[config.mk]
export PLATFORM = sky130hd
export DESIGN_NAME = muldiv_unit
export DESIGN_NICKNAME = d
export VERILOG_FILES = /design/src/rtl/rv32m_pkg.sv /design/src/rtl/muldiv_datapath.sv /design/src/rtl/muldiv_unit.sv
export SDC_FILE = /design/constraint.sdc
export NUM_CORES = 1
export LEC_CHECK = 0
export CORE_MARGIN = 2
export CORE_UTILIZATION = 45
export CTS_CLUSTER_DIAMETER = 150
export DETAILED_ROUTE_END_ITERATION = 6
export SLEW_MARGIN = 20
export SYNTH_ARGS = -nofsm -noshare
export SYNTH_HDL_FRONTEND = slang
export SYNTH_SLANG_ARGS = --single-unit
[constraint.sdc]
create_clock -name Clock -period 3.44 [get_ports Clock]
set_input_delay 0.516 -clock Clock [delete_from_list [all_inputs] [get_ports Clock]]
set_output_delay 0.516 -clock Clock [all_outputs]
set_load 0.03 [all_outputs]
[src/rtl/rv32m_pkg.sv]
// Shared RV32M definitions: funct3 encodings, FSM states and op-class helper.
package rv32m_pkg;

   localparam int unsigned RV_XLEN = 32;

   typedef enum logic [2:0] {
      F3_MUL    = 3'b000,
      F3_MULH   = 3'b001,
      F3_MULHSU = 3'b010,
      F3_MULHU  = 3'b011,
      F3_DIV    = 3'b100,
      F3_DIVU   = 3'b101,
      F3_REM    = 3'b110,
      F3_REMU   = 3'b111
   } funct3_e;

   typedef enum logic [1:0] {
      S_IDLE = 2'd0,
      S_CALC = 2'd1,
      S_DONE = 2'd2
   } state_e;

   // The upper funct3 bit separates the divide group from the multiply group.
   function automatic logic is_div(input logic [2:0] f3);
      return f3[2];
   endfunction

endpackage

[src/rtl/muldiv_datapath.sv]
// Iterative multiply/divide datapath: one shift-add or restoring-divide step
// per enabled edge on unsigned operand magnitudes.
//   multiply: {r_hi, r_lo} is the 64-bit accumulator, r_lo starts as the
//             multiplier, r_opb holds the multiplicand.
//   divide:   r_hi is the partial remainder, r_lo starts as the dividend and
//             collects quotient bits, r_opb holds the divisor.
module muldiv_datapath
   import rv32m_pkg::*;
#(
   parameter int unsigned XLEN = RV_XLEN
)(
   input  logic            Clock,
   input  logic            nReset,
   input  logic            i_load,
   input  logic            i_step,
   input  logic            i_div,
   input  logic [XLEN-1:0] i_opa,
   input  logic [XLEN-1:0] i_opb,
   output logic [XLEN-1:0] o_hi,
   output logic [XLEN-1:0] o_lo
);

   logic            r_div;
   logic [XLEN-1:0] r_hi;
   logic [XLEN-1:0] r_lo;
   logic [XLEN-1:0] r_opb;

   logic [XLEN:0]   w_sum;
   logic [XLEN:0]   w_shift;
   logic [XLEN:0]   w_diff;

   // Single-step arithmetic: conditional add for multiply, trial subtract for divide.
   always_comb begin
      w_sum   = {1'b0, r_hi} + (r_lo[0] ? {1'b0, r_opb} : '0);
      w_shift = {r_hi, r_lo[XLEN-1]};
      // w_shift < 2*divisor, so the 33-bit difference's top bit is a clean borrow flag.
      w_diff  = w_shift - {1'b0, r_opb};
   end

   // Accumulator / remainder registers: load on accept, then advance one step per edge.
   always_ff @(posedge Clock or negedge nReset) begin
      if (!nReset) begin
         r_div <= 1'b0;
         r_hi  <= '0;
         r_lo  <= '0;
         r_opb <= '0;
      end else if (i_load) begin
         r_div <= i_div;
         r_hi  <= '0;
         r_lo  <= i_div ? i_opa : i_opb;
         r_opb <= i_div ? i_opb : i_opa;
      end else if (i_step) begin
         if (r_div) begin
            r_hi <= w_diff[XLEN] ? w_shift[XLEN-1:0] : w_diff[XLEN-1:0];
            r_lo <= {r_lo[XLEN-2:0], ~w_diff[XLEN]};
         end else begin
            r_hi <= w_sum[XLEN:1];
            r_lo <= {w_sum[0], r_lo[XLEN-1:1]};
         end
      end
   end

   assign o_hi = r_hi;
   assign o_lo = r_lo;

endmodule

[src/rtl/muldiv_unit.sv]
// RV32M multiply/divide unit: start/busy/done handshake, iteration FSM,
// operand sign handling and the register-file writeback triple.
module muldiv_unit
   import rv32m_pkg::*;
#(
   parameter int unsigned XLEN       = RV_XLEN,
   parameter int unsigned ITERATIONS = XLEN
)(
   input  logic            Clock,
   input  logic            nReset,
   input  logic            start,
   input  logic [2:0]      funct3,
   input  logic [XLEN-1:0] rs1,
   input  logic [XLEN-1:0] rs2,
   input  logic [4:0]      rdIn,
   output logic            busy,
   output logic            done,
   output logic [XLEN-1:0] result,
   output logic [4:0]      rdOut,
   output logic            writeRegMem
);

   localparam int unsigned    CW      = $clog2(ITERATIONS);
   localparam logic [XLEN-1:0] MIN_NEG = {1'b1, {(XLEN-1){1'b0}}};

   state_e            r_state;
   state_e            w_next_state;
   logic [CW-1:0]     r_count;
   logic              r_busy;
   logic              r_done;
   logic              r_wr;
   logic [XLEN-1:0]   r_result;
   logic [4:0]        r_rd;
   logic [4:0]        r_rdout;
   funct3_e           r_f3;
   logic              r_neg_q;
   logic              r_neg_r;
   logic              r_fast;
   logic [XLEN-1:0]   r_fast_val;

   logic              w_accept;
   logic              w_step;
   logic              w_is_div;
   logic              w_a_signed;
   logic              w_b_signed;
   logic              w_a_neg;
   logic              w_b_neg;
   logic              w_div0;
   logic              w_ovf;
   logic              w_fast;
   logic [XLEN-1:0]   w_a_mag;
   logic [XLEN-1:0]   w_b_mag;
   logic [XLEN-1:0]   w_fast_val;
   logic [XLEN-1:0]   w_hi;
   logic [XLEN-1:0]   w_lo;
   logic [XLEN-1:0]   w_final;
   logic [2*XLEN-1:0] w_prod;

   // Operand signedness, magnitudes and the divide-by-zero / overflow shortcut.
   always_comb begin
      w_is_div = is_div(funct3);
      if (w_is_div) begin
         w_a_signed = ~funct3[0];
         w_b_signed = ~funct3[0];
      end else begin
         w_a_signed = (funct3 != F3_MULHU);
         w_b_signed = (funct3 == F3_MUL) || (funct3 == F3_MULH);
      end
      w_a_neg = w_a_signed & rs1[XLEN-1];
      w_b_neg = w_b_signed & rs2[XLEN-1];
      w_a_mag = w_a_neg ? -rs1 : rs1;
      w_b_mag = w_b_neg ? -rs2 : rs2;
      w_div0  = w_is_div && (rs2 == '0);
      w_ovf   = w_is_div && !funct3[0] && (rs1 == MIN_NEG) && (rs2 == '1);
      w_fast  = w_div0 || w_ovf;
      if (w_div0) begin
         w_fast_val = funct3[1] ? rs1 : '1;
      end else begin
         w_fast_val = funct3[1] ? '0 : MIN_NEG;
      end
   end

   // FSM state register.
   always_ff @(posedge Clock or negedge nReset) begin
      if (!nReset) begin
         r_state <= S_IDLE;
      end else begin
         r_state <= w_next_state;
      end
   end

   // Next-state and step control; IDLE also waits out the done cycle via r_busy.
   always_comb begin
      w_next_state = r_state;
      w_accept     = 1'b0;
      w_step       = 1'b0;
      case (r_state)
         S_IDLE: begin
            if (start && !r_busy) begin
               w_accept     = 1'b1;
               w_next_state = w_fast ? S_DONE : S_CALC;
            end
         end
         S_CALC: begin
            w_step = 1'b1;
            if (r_count == CW'(ITERATIONS - 1)) begin
               w_next_state = S_DONE;
            end
         end
         S_DONE: begin
            w_next_state = S_IDLE;
         end
         default: begin
            w_next_state = S_IDLE;
         end
      endcase
   end

   muldiv_datapath #(
      .XLEN(XLEN)
   ) u_datapath (
      .Clock  (Clock),
      .nReset (nReset),
      .i_load (w_accept && !w_fast),
      .i_step (w_step),
      .i_div  (w_is_div),
      .i_opa  (w_a_mag),
      .i_opb  (w_b_mag),
      .o_hi   (w_hi),
      .o_lo   (w_lo)
   );

   // Sign-corrected final value selected by the captured op.
   always_comb begin
      w_prod  = r_neg_q ? -{w_hi, w_lo} : {w_hi, w_lo};
      w_final = '0;
      if (r_fast) begin
         w_final = r_fast_val;
      end else begin
         case (r_f3)
            F3_MUL:                       w_final = w_prod[XLEN-1:0];
            F3_MULH, F3_MULHSU, F3_MULHU: w_final = w_prod[2*XLEN-1:XLEN];
            F3_DIV, F3_DIVU:              w_final = r_neg_q ? -w_lo : w_lo;
            default:                      w_final = r_neg_r ? -w_hi : w_hi;
         endcase
      end
   end

   // Handshake, operation capture, iteration counter and writeback registers.
   // The DONE state commits result/rdOut; done and writeRegMem pulse on the
   // following cycle while busy stays high, so a held start is not re-accepted
   // until busy has been low for one cycle.
   always_ff @(posedge Clock or negedge nReset) begin
      if (!nReset) begin
         r_busy     <= 1'b0;
         r_done     <= 1'b0;
         r_wr       <= 1'b0;
         r_result   <= '0;
         r_rd       <= '0;
         r_rdout    <= '0;
         r_f3       <= F3_MUL;
         r_neg_q    <= 1'b0;
         r_neg_r    <= 1'b0;
         r_fast     <= 1'b0;
         r_fast_val <= '0;
         r_count    <= '0;
      end else begin
         if (w_accept) begin
            r_busy     <= 1'b1;
            r_f3       <= funct3_e'(funct3);
            r_rd       <= rdIn;
            r_neg_q    <= w_a_neg ^ w_b_neg;
            r_neg_r    <= w_a_neg;
            r_fast     <= w_fast;
            r_fast_val <= w_fast_val;
            r_count    <= '0;
         end else if (w_step) begin
            r_count <= r_count + CW'(1);
         end
         if (r_state == S_DONE) begin
            r_result <= w_final;
            r_rdout  <= r_rd;
         end
         r_done <= (r_state == S_DONE);
         r_wr   <= (r_state == S_DONE) && (r_rd != '0);
         if (r_done) begin
            r_busy <= 1'b0;
         end
      end
   end

   assign busy        = r_busy;
   assign done        = r_done;
   assign result      = r_result;
   assign rdOut       = r_rdout;
   assign writeRegMem = r_wr;

endmodule
==> reports/results.txt, run 1 <==
Crit path DAT = 3.68 ns
Slew HR = 0.352
Area of the die = 39200 µm²
Leak = 8.67 nW
First-pass GRT wire length = 102000 µm
Syn nets = 2328
Power Density = 1050 nW/µm²
Drt initial violations = 1937
CTS buffer count = 17
Post-route ant nets = 0
Top-count cell post-synth = nand2_1
Final nets = 2514
Area leader, netlist = dfrtp_1
# resized after CTS = 0
Routed WL per cell = 23.3 µm
Drc violations = 2
Total power = 21.4 mW
Via count = 17900
Crit. End Element = register
Fmax = 0.305 GHz
Area taken by multi-input logic gates = 11400 µm²
1st-pass router iterations = 7
Multiplexer area fraction after synthesis = 0.0401
Fin. max-slew vios = 0
Post-synthesis compound-gate area fraction = 0.262
Initial antenna violation count = 1
Reg area = 4680 µm²
Die Wd = 198 µm
Via-to-Cell Ratio = 6.18
Synth top area cells = dfrtp_1, o21ai_0, nand2_1
Main combinational cell family by area after synthesis = compound AO/OA/AOI/OAI gates
Simple-gate share of the synthesized area = 0.212
Root Buffer Master = clkbuf_16
GRT Overall Usage = 0.344
Area delta synth->final = 20.4%
Diodes inserted = 0
Setup TNS = 0 ns
# IOs = 115
Crit path kind = reg2reg
Vias in the first global route = 16500
Cts hold-fix bufs = 0
H-tree depth = 4
Final-report hold violation count = 0
HPWL Detailed = 52800 µm
Buffers inserted by post-CTS timing repair = 0
Worst-path clk slew = 0.08 ns
Post-synthesis xor/xnor area fraction = 0.0967
FP Rows = 71
Netlist Area Pre-Place = 16900 µm²
Largest net degree at the start of global routing = 111
Fin Clk Skew = 0.0139 ns
CTS tree = yes
Top post-synthesis cells by count = nand2_1, o21ai_0, dfrtp_1
Reg2reg path depth = 12
Routability cong. = 0.986
Slew @ Worst Pin = 0.965 ns
Total core area = 37400 µm²
# port buffers = 114
Ratio of cells with drive above 1 in the final layout = 0.130
Setup ws final = 0.160 ns
RSZ-0062 raised after global routing = true
Seq/Total Area, Yosys = 0.276
Average cell area after synthesis = 7.77 µm²
Filler cells = 3623
Register bit count reported by yosys = 187
Distinct cell type count after synthesis = 93
Peak supply drop = 530 µV
Fin crit period = 3.28 ns
CP required = 3.84 ns
Synth top area share = 0.276
Synth Flop Type = dfrtp_1
Part of the cycle the worst path needs = 0.953
Starting Density = 0.453
Hold Path Class = in2async
CP Launch Type = register
Failing checks = DRC
Share of synthesized registers carrying an async set or reset = 1.00
Setup Viol. Count Final = 0
Max_cap viols = 0
Clock Sinks = 187
Post-Route WL = 67300 µm
Setup Slack @ Placement = -0.0723 ns
Post-synth EDFFs = 0
Yosys warnings = 0
Syn Inst Count = 2180
Status = finished, violations left
Synth Area in Adders = 0.0548
Clock Latency Late Sink = 0.47 ns
GRT overflow = 0
CTS Buffer Depth = 2
Largest fanout on the critical path = 13
Die H = 198 µm
## final timing paths
kind,to,slack [ns],startpoint
max reg2reg,u_datapath.o_hi[9],0.16,u_datapath.r_opb[29]
max in group asynchronous,u_datapath.r_opb[0],2.34,nReset
max,u_datapath.o_hi[9],0.16,u_datapath.r_opb[29]
min in group Clock,busy,0.45,done
min reg2reg,busy,0.45,done
min,rdOut[0],0.14,nReset
## power breakdown
| group | internal (mW) | total, mW | switching (mW) |
|---|---|---|---|
| Sequential | 2.96 | 3.91 | 0.951 |
| Clock | 1.08 | 2.07 | 0.990 |
| Combinational | 6.37 | 15.4 | 9.05 |
| Total | 10.4 | 21.4 | 11.0 |
## cell type report
class	instances	share of cell area
Sequential cell	187	0.230
Inverter	65	0.0120
Clock buffer	20	0.0229
Multi-Input combinational cell	1765	0.557
Timing Repair Buffer	330	0.141
Clock inverter	11	0.00620
Tap cell	511	0.0314
## cells by family (layout without fill, tap and decap cells)
kind of cell | after synthesis | after routing
simple gates | 732 | 732
fa+ha+maj | 73 | 73
mux | 67 | 67
flops | 187 | 187
compound gates | 706 | 706
buf+inv | 228 | 426
xor+xnor | 187 | 187
## layout by cell type, fill, tap and decap left out, types with 10 or more instances in the layout
cell type / instances
or3_1: 28
o211ai_1: 58
a31oi_1: 17
and3_1: 20
nor2b_1: 41
clkdlybuf4s50_1: 112
a21o_1: 33
o221ai_1: 14
nand3_1: 49
nor4_1: 10
dfrtp_1: 186
clkbuf_16: 17
buf_4: 209
a221oi_1: 16
o22ai_1: 11
nand2b_1: 12
and2_1: 11
o31ai_1: 53
nand4_1: 18
xnor2_1: 99
inv_1: 64
ha_1: 70
nor2_1: 157
a211oi_1: 10
or4_1: 26
xor2_1: 88
a21oi_1: 170
mux2i_1: 61
o41ai_1: 14
nor3_1: 32
a22oi_1: 16
o21ai_0: 207
nand2_1: 277
## critical path, cell delays in order, from the launching register on
cell and delay (ns):
dfrtp_1 0.47, inv_1 0.11, ha_1 0.32, a21o_1 0.18
a21o_1 0.16, a21oi_1 0.27, nand3_1 0.16, a211o_1 0.32
and3_4 0.21, buf_4 0.17, or4_1 0.51, a21o_1 0.19
a21oi_1 0.12
## state kept, by name, summed over array words and instances (netlist names)
register / cells
r_fast_val: 32
result: 32
u_datapath.o_hi: 32
u_datapath.o_lo: 32
u_datapath.r_opb: 32
r_count: 5
r_rd: 5
rdOut: 5
r_f3: 3
r_state: 2
busy: 1
done: 1
r_fast: 1
r_neg_q: 1
r_neg_r: 1
u_datapath.r_div: 1
writeRegMem: 1
## per-layer routing
metal | track usage | up-vias | share of wire
li1 | - | 8249 | -
met1 | 0.489 | 8673 | 0.44
met2 | 0.518 | 799 | 0.44
met3 | 0.0487 | 141 | 0.073
met4 | 0.154 | 2 | 0.047
met5 | 0 | - | 0.00021
## through the flow
step / std cells / utilization / instance area (µm²) / hold slack (ns)
2_1_floorplan: 2180 / - / 16900 / 0.220
3_3_place_gp: 2858 / 0.527 / 19700 / 0.430
5_1_grt: 2889 / 0.545 / 20400 / 0.189
4_1_cts: 2889 / 0.543 / 20300 / 0.178
3_5_place_dp: 2858 / 0.527 / 19700 / 0.445
6_report: 2889 / 0.545 / 20400 / 0.138
No activity file was read; power rests on OpenSTA's default activity.
==> inputs of run 2 (changes only) <==
--- a/config.mk
+++ b/config.mk
@@ -9,7 +9,6 @@
 export CORE_UTILIZATION = 45
 export CTS_CLUSTER_DIAMETER = 150
 export DETAILED_ROUTE_END_ITERATION = 6
-export SLEW_MARGIN = 20
 export SYNTH_ARGS = -nofsm -noshare
 export SYNTH_HDL_FRONTEND = slang
 export SYNTH_SLANG_ARGS = --single-unit
==> results of run 2 <==
Final layout, timing and power as in run 1 (identical DEF).
==> inputs of run 3 (changes only) <==
--- a/config.mk
+++ b/config.mk
@@ -9,6 +9,7 @@
 export CORE_UTILIZATION = 45
 export CTS_CLUSTER_DIAMETER = 150
 export DETAILED_ROUTE_END_ITERATION = 6
+export SETUP_SLACK_MARGIN = 0.05
 export SYNTH_ARGS = -nofsm -noshare
 export SYNTH_HDL_FRONTEND = slang
 export SYNTH_SLANG_ARGS = --single-unit
==> reports/results.txt, run 3 (synthesis gave the netlist of run 1 again) <==
Status = complete, no violations (was finished, violations left)
Largest fanout on the critical path = 13 (unchanged)
Leak = 8.67 nW (about the same)
Crit path DAT = 3.66 ns (was 3.68 ns)
Final core utilization = 0.545 (about the same)
Crit path kind = reg2reg (unchanged)
Routability cong. = 0.986 (unchanged)
Most frequent cells in the layout = nand2_1, buf_4, o21ai_0, dfrtp_1, a21oi_1 (unchanged)
RR Endpoint = u_datapath.o_hi[9] (unchanged)
Cell Area, Placed = 19700 µm² (unchanged)
Reg2reg path depth = 12 (unchanged)
Pint = 10.4 mW (about the same)
Largest net degree at the start of global routing = 111 (unchanged)
Total core area = 37400 µm² (unchanged)
FP Rows = 71 (unchanged)
Area of the die = 39200 µm² (unchanged)
GRT Overall Usage = 0.344 (about the same)
Initial antenna violation count = 1 (unchanged)
Setup TNS = 0 ns (unchanged)
CP Capture Point = u_datapath.o_hi[9] (unchanged)
HPWL Detailed = 52800 µm (unchanged)
Fmax = 0.307 GHz (was 0.305 GHz)
Reg-to-Reg Start = u_datapath.r_opb[24] (was u_datapath.r_opb[29])
First-pass GRT wire length = 102000 µm (about the same)
Post-route ant nets = 0 (unchanged)
# IOs = 115 (unchanged)
Ratio of cells with drive above 1 in the final layout = 0.133 (was 0.130)
Drt initial violations = 1931 (was 1937)
Switching share of power = 0.514 (about the same)
Die H = 198 µm (unchanged)
Fin Clk Skew = 0.0136 ns (was 0.0139 ns)
Crit. End Element = register (unchanged)
Worst-path clk slew = 0.08 ns (about the same)
Slew @ Worst Pin = 0.974 ns (was 0.965 ns)
Final-report hold violation count = 0 (unchanged)
Area delta synth->final = 20.5% (was 20.4%)
Gate power share = 0.721 (about the same)
Setup Viol. Count Final = 0 (unchanged)
CTS tree = yes (unchanged)
Finished Layout Cells = 2890 (was 2889)
RSZ-0062 raised after global routing = true (unchanged)
Reg area = 4680 µm² (unchanged)
Root Buffer Master = clkbuf_16 (unchanged)
Slew HR = 0.346 (was 0.352)
P_sw = 11.0 mW (about the same)
Commonest non-fill, non-tap cell in the layout = nand2_1 (unchanged)
Via count = 17800 (was 17900)
Die Wd = 198 µm (unchanged)
Worst setup path start = u_datapath.r_opb[24] (was u_datapath.r_opb[29])
Placed cell count = 2858 (unchanged)
Part of the power in registers = 0.182 (was 0.183)
CTS Buffer Depth = 2 (unchanged)
Fin. max-slew vios = 0 (unchanged)
Fin crit period = 3.26 ns (was 3.28 ns)
Clock Latency Late Sink = 0.47 ns (about the same)
Area taken by multi-input logic gates = 11400 µm² (about the same)
Peak supply drop = 544 µV (was 530 µV)
Hold Path Class = in2async (unchanged)
Via-to-Cell Ratio = 6.16 (was 6.18)
Drc violations = 0 (was 2)
Filler cells = 3628 (was 3623)
H-tree depth = 4 (unchanged)
Routed WL per cell = 23.3 µm (about the same)
CTS buffer count = 17 (unchanged)
CP Launch Type = register (unchanged)
Part of the cycle the worst path needs = 0.948 (was 0.953)
Vias in the first global route = 16500 (about the same)
Final nets = 2514 (unchanged)
Clock power frac = 0.096 (was 0.097)
Power Density = 1050 nW/µm² (about the same)
R2r setup slk = 0.18 ns (was 0.16 ns)
Max_cap viols = 0 (unchanged)
Post-route cell area = 20400 µm² (about the same)
Cts hold-fix bufs = 0 (unchanged)
Starting Density = 0.453 (unchanged)
Clock Sinks = 187 (unchanged)
1st-pass router iterations = 6 (was 7)
# port buffers = 114 (unchanged)
Buffers inserted by post-CTS timing repair = 0 (unchanged)
Post-Route WL = 67300 µm (about the same)
CP required = 3.84 ns (about the same)
GRT overflow = 0 (unchanged)
[run 3: changes by cell type in the layout (fill, tap and decap cells not counted), moves of 2 or more]
cell     previous run  this run
inv_1              64        61
a21oi_1           170       168
inv_2               0         3
a21oi_2             4         6
[run 3: repair_timing]
item / CTS / global route
resized for setup: 1 / 22
pin swaps: 0 / 5
endpoints found under the setup margin: 1 / 38
gates cloned: 0 / 0
[run 3: final cells by class]
class,instances,area share
Timing Repair Buffer,330,0.140
Antenna cell,1,0.000123
Clock inverter,11,0.00619
Tap cell,511,0.0313
Inverter,65,0.0120
Clock buffer,20,0.0229
Sequential cell,187,0.229
Multi-Input combinational cell,1765,0.558
[run 3: how the worst min path moves through the flow]
stage,startpoint,end,cells past startpoint,slack [ns]
finish,nReset,rdOut[0],1,0.14
global route,nReset,r_rd[1],1,0.19
CTS,nReset,result[21],1,0.18
detailed placement,done,busy,1,0.45
global placement,done,busy,1,0.43
floorplan,nReset,busy,0,0.22
[run 3: routing by layer]
| metal | wire length (µm) | track usage | vias up | share of wire |
|---|---|---|---|---|
| met1 | 29900 | 0.490 | 8621 | 0.44 |
| li1 | - | - | 8266 | - |
| met2 | 29600 | 0.518 | 776 | 0.44 |
| met4 | 3010 | 0.155 | 0 | 0.045 |
| met3 | 4880 | 0.0475 | 125 | 0.072 |
| met5 | 0 | 0 | - | 0 |
[run 3: through the flow]
stage	hold slack (ns)	setup slack, ns	power, mW
global placement	0.430	-0.0662	18.6
detailed placement	0.445	-0.0723	18.8
floorplan	0.220	0.335	13.5
CTS	0.178	0.0603	20.9
global route	0.191	0.00480	22.8
finish	0.139	0.180	21.4
[run 3: worst max-delay path, stage by stage (launching register included)]
cell and delay [ns]:
dfrtp_1 0.46, inv_1 0.17, ha_1 0.26, a21o_1 0.20, a21o_1 0.18, a21oi_1 0.22
nand3_1 0.17, a211o_4 0.32, and3_1 0.21, buf_4 0.18, or4_1 0.52, a21o_1 0.19
a21oi_1 0.12
[run 3: power groups by stage]
stage	clock network [mW]	registers, mW	logic, mW
final	2.07	3.91	15.5
after CTS	2.08	3.85	15.0
after detailed placement	0	3.90	14.9
after global routing	2.16	3.99	16.7
after floorplan	0	3.61	9.87
after global placement	0	3.88	14.8
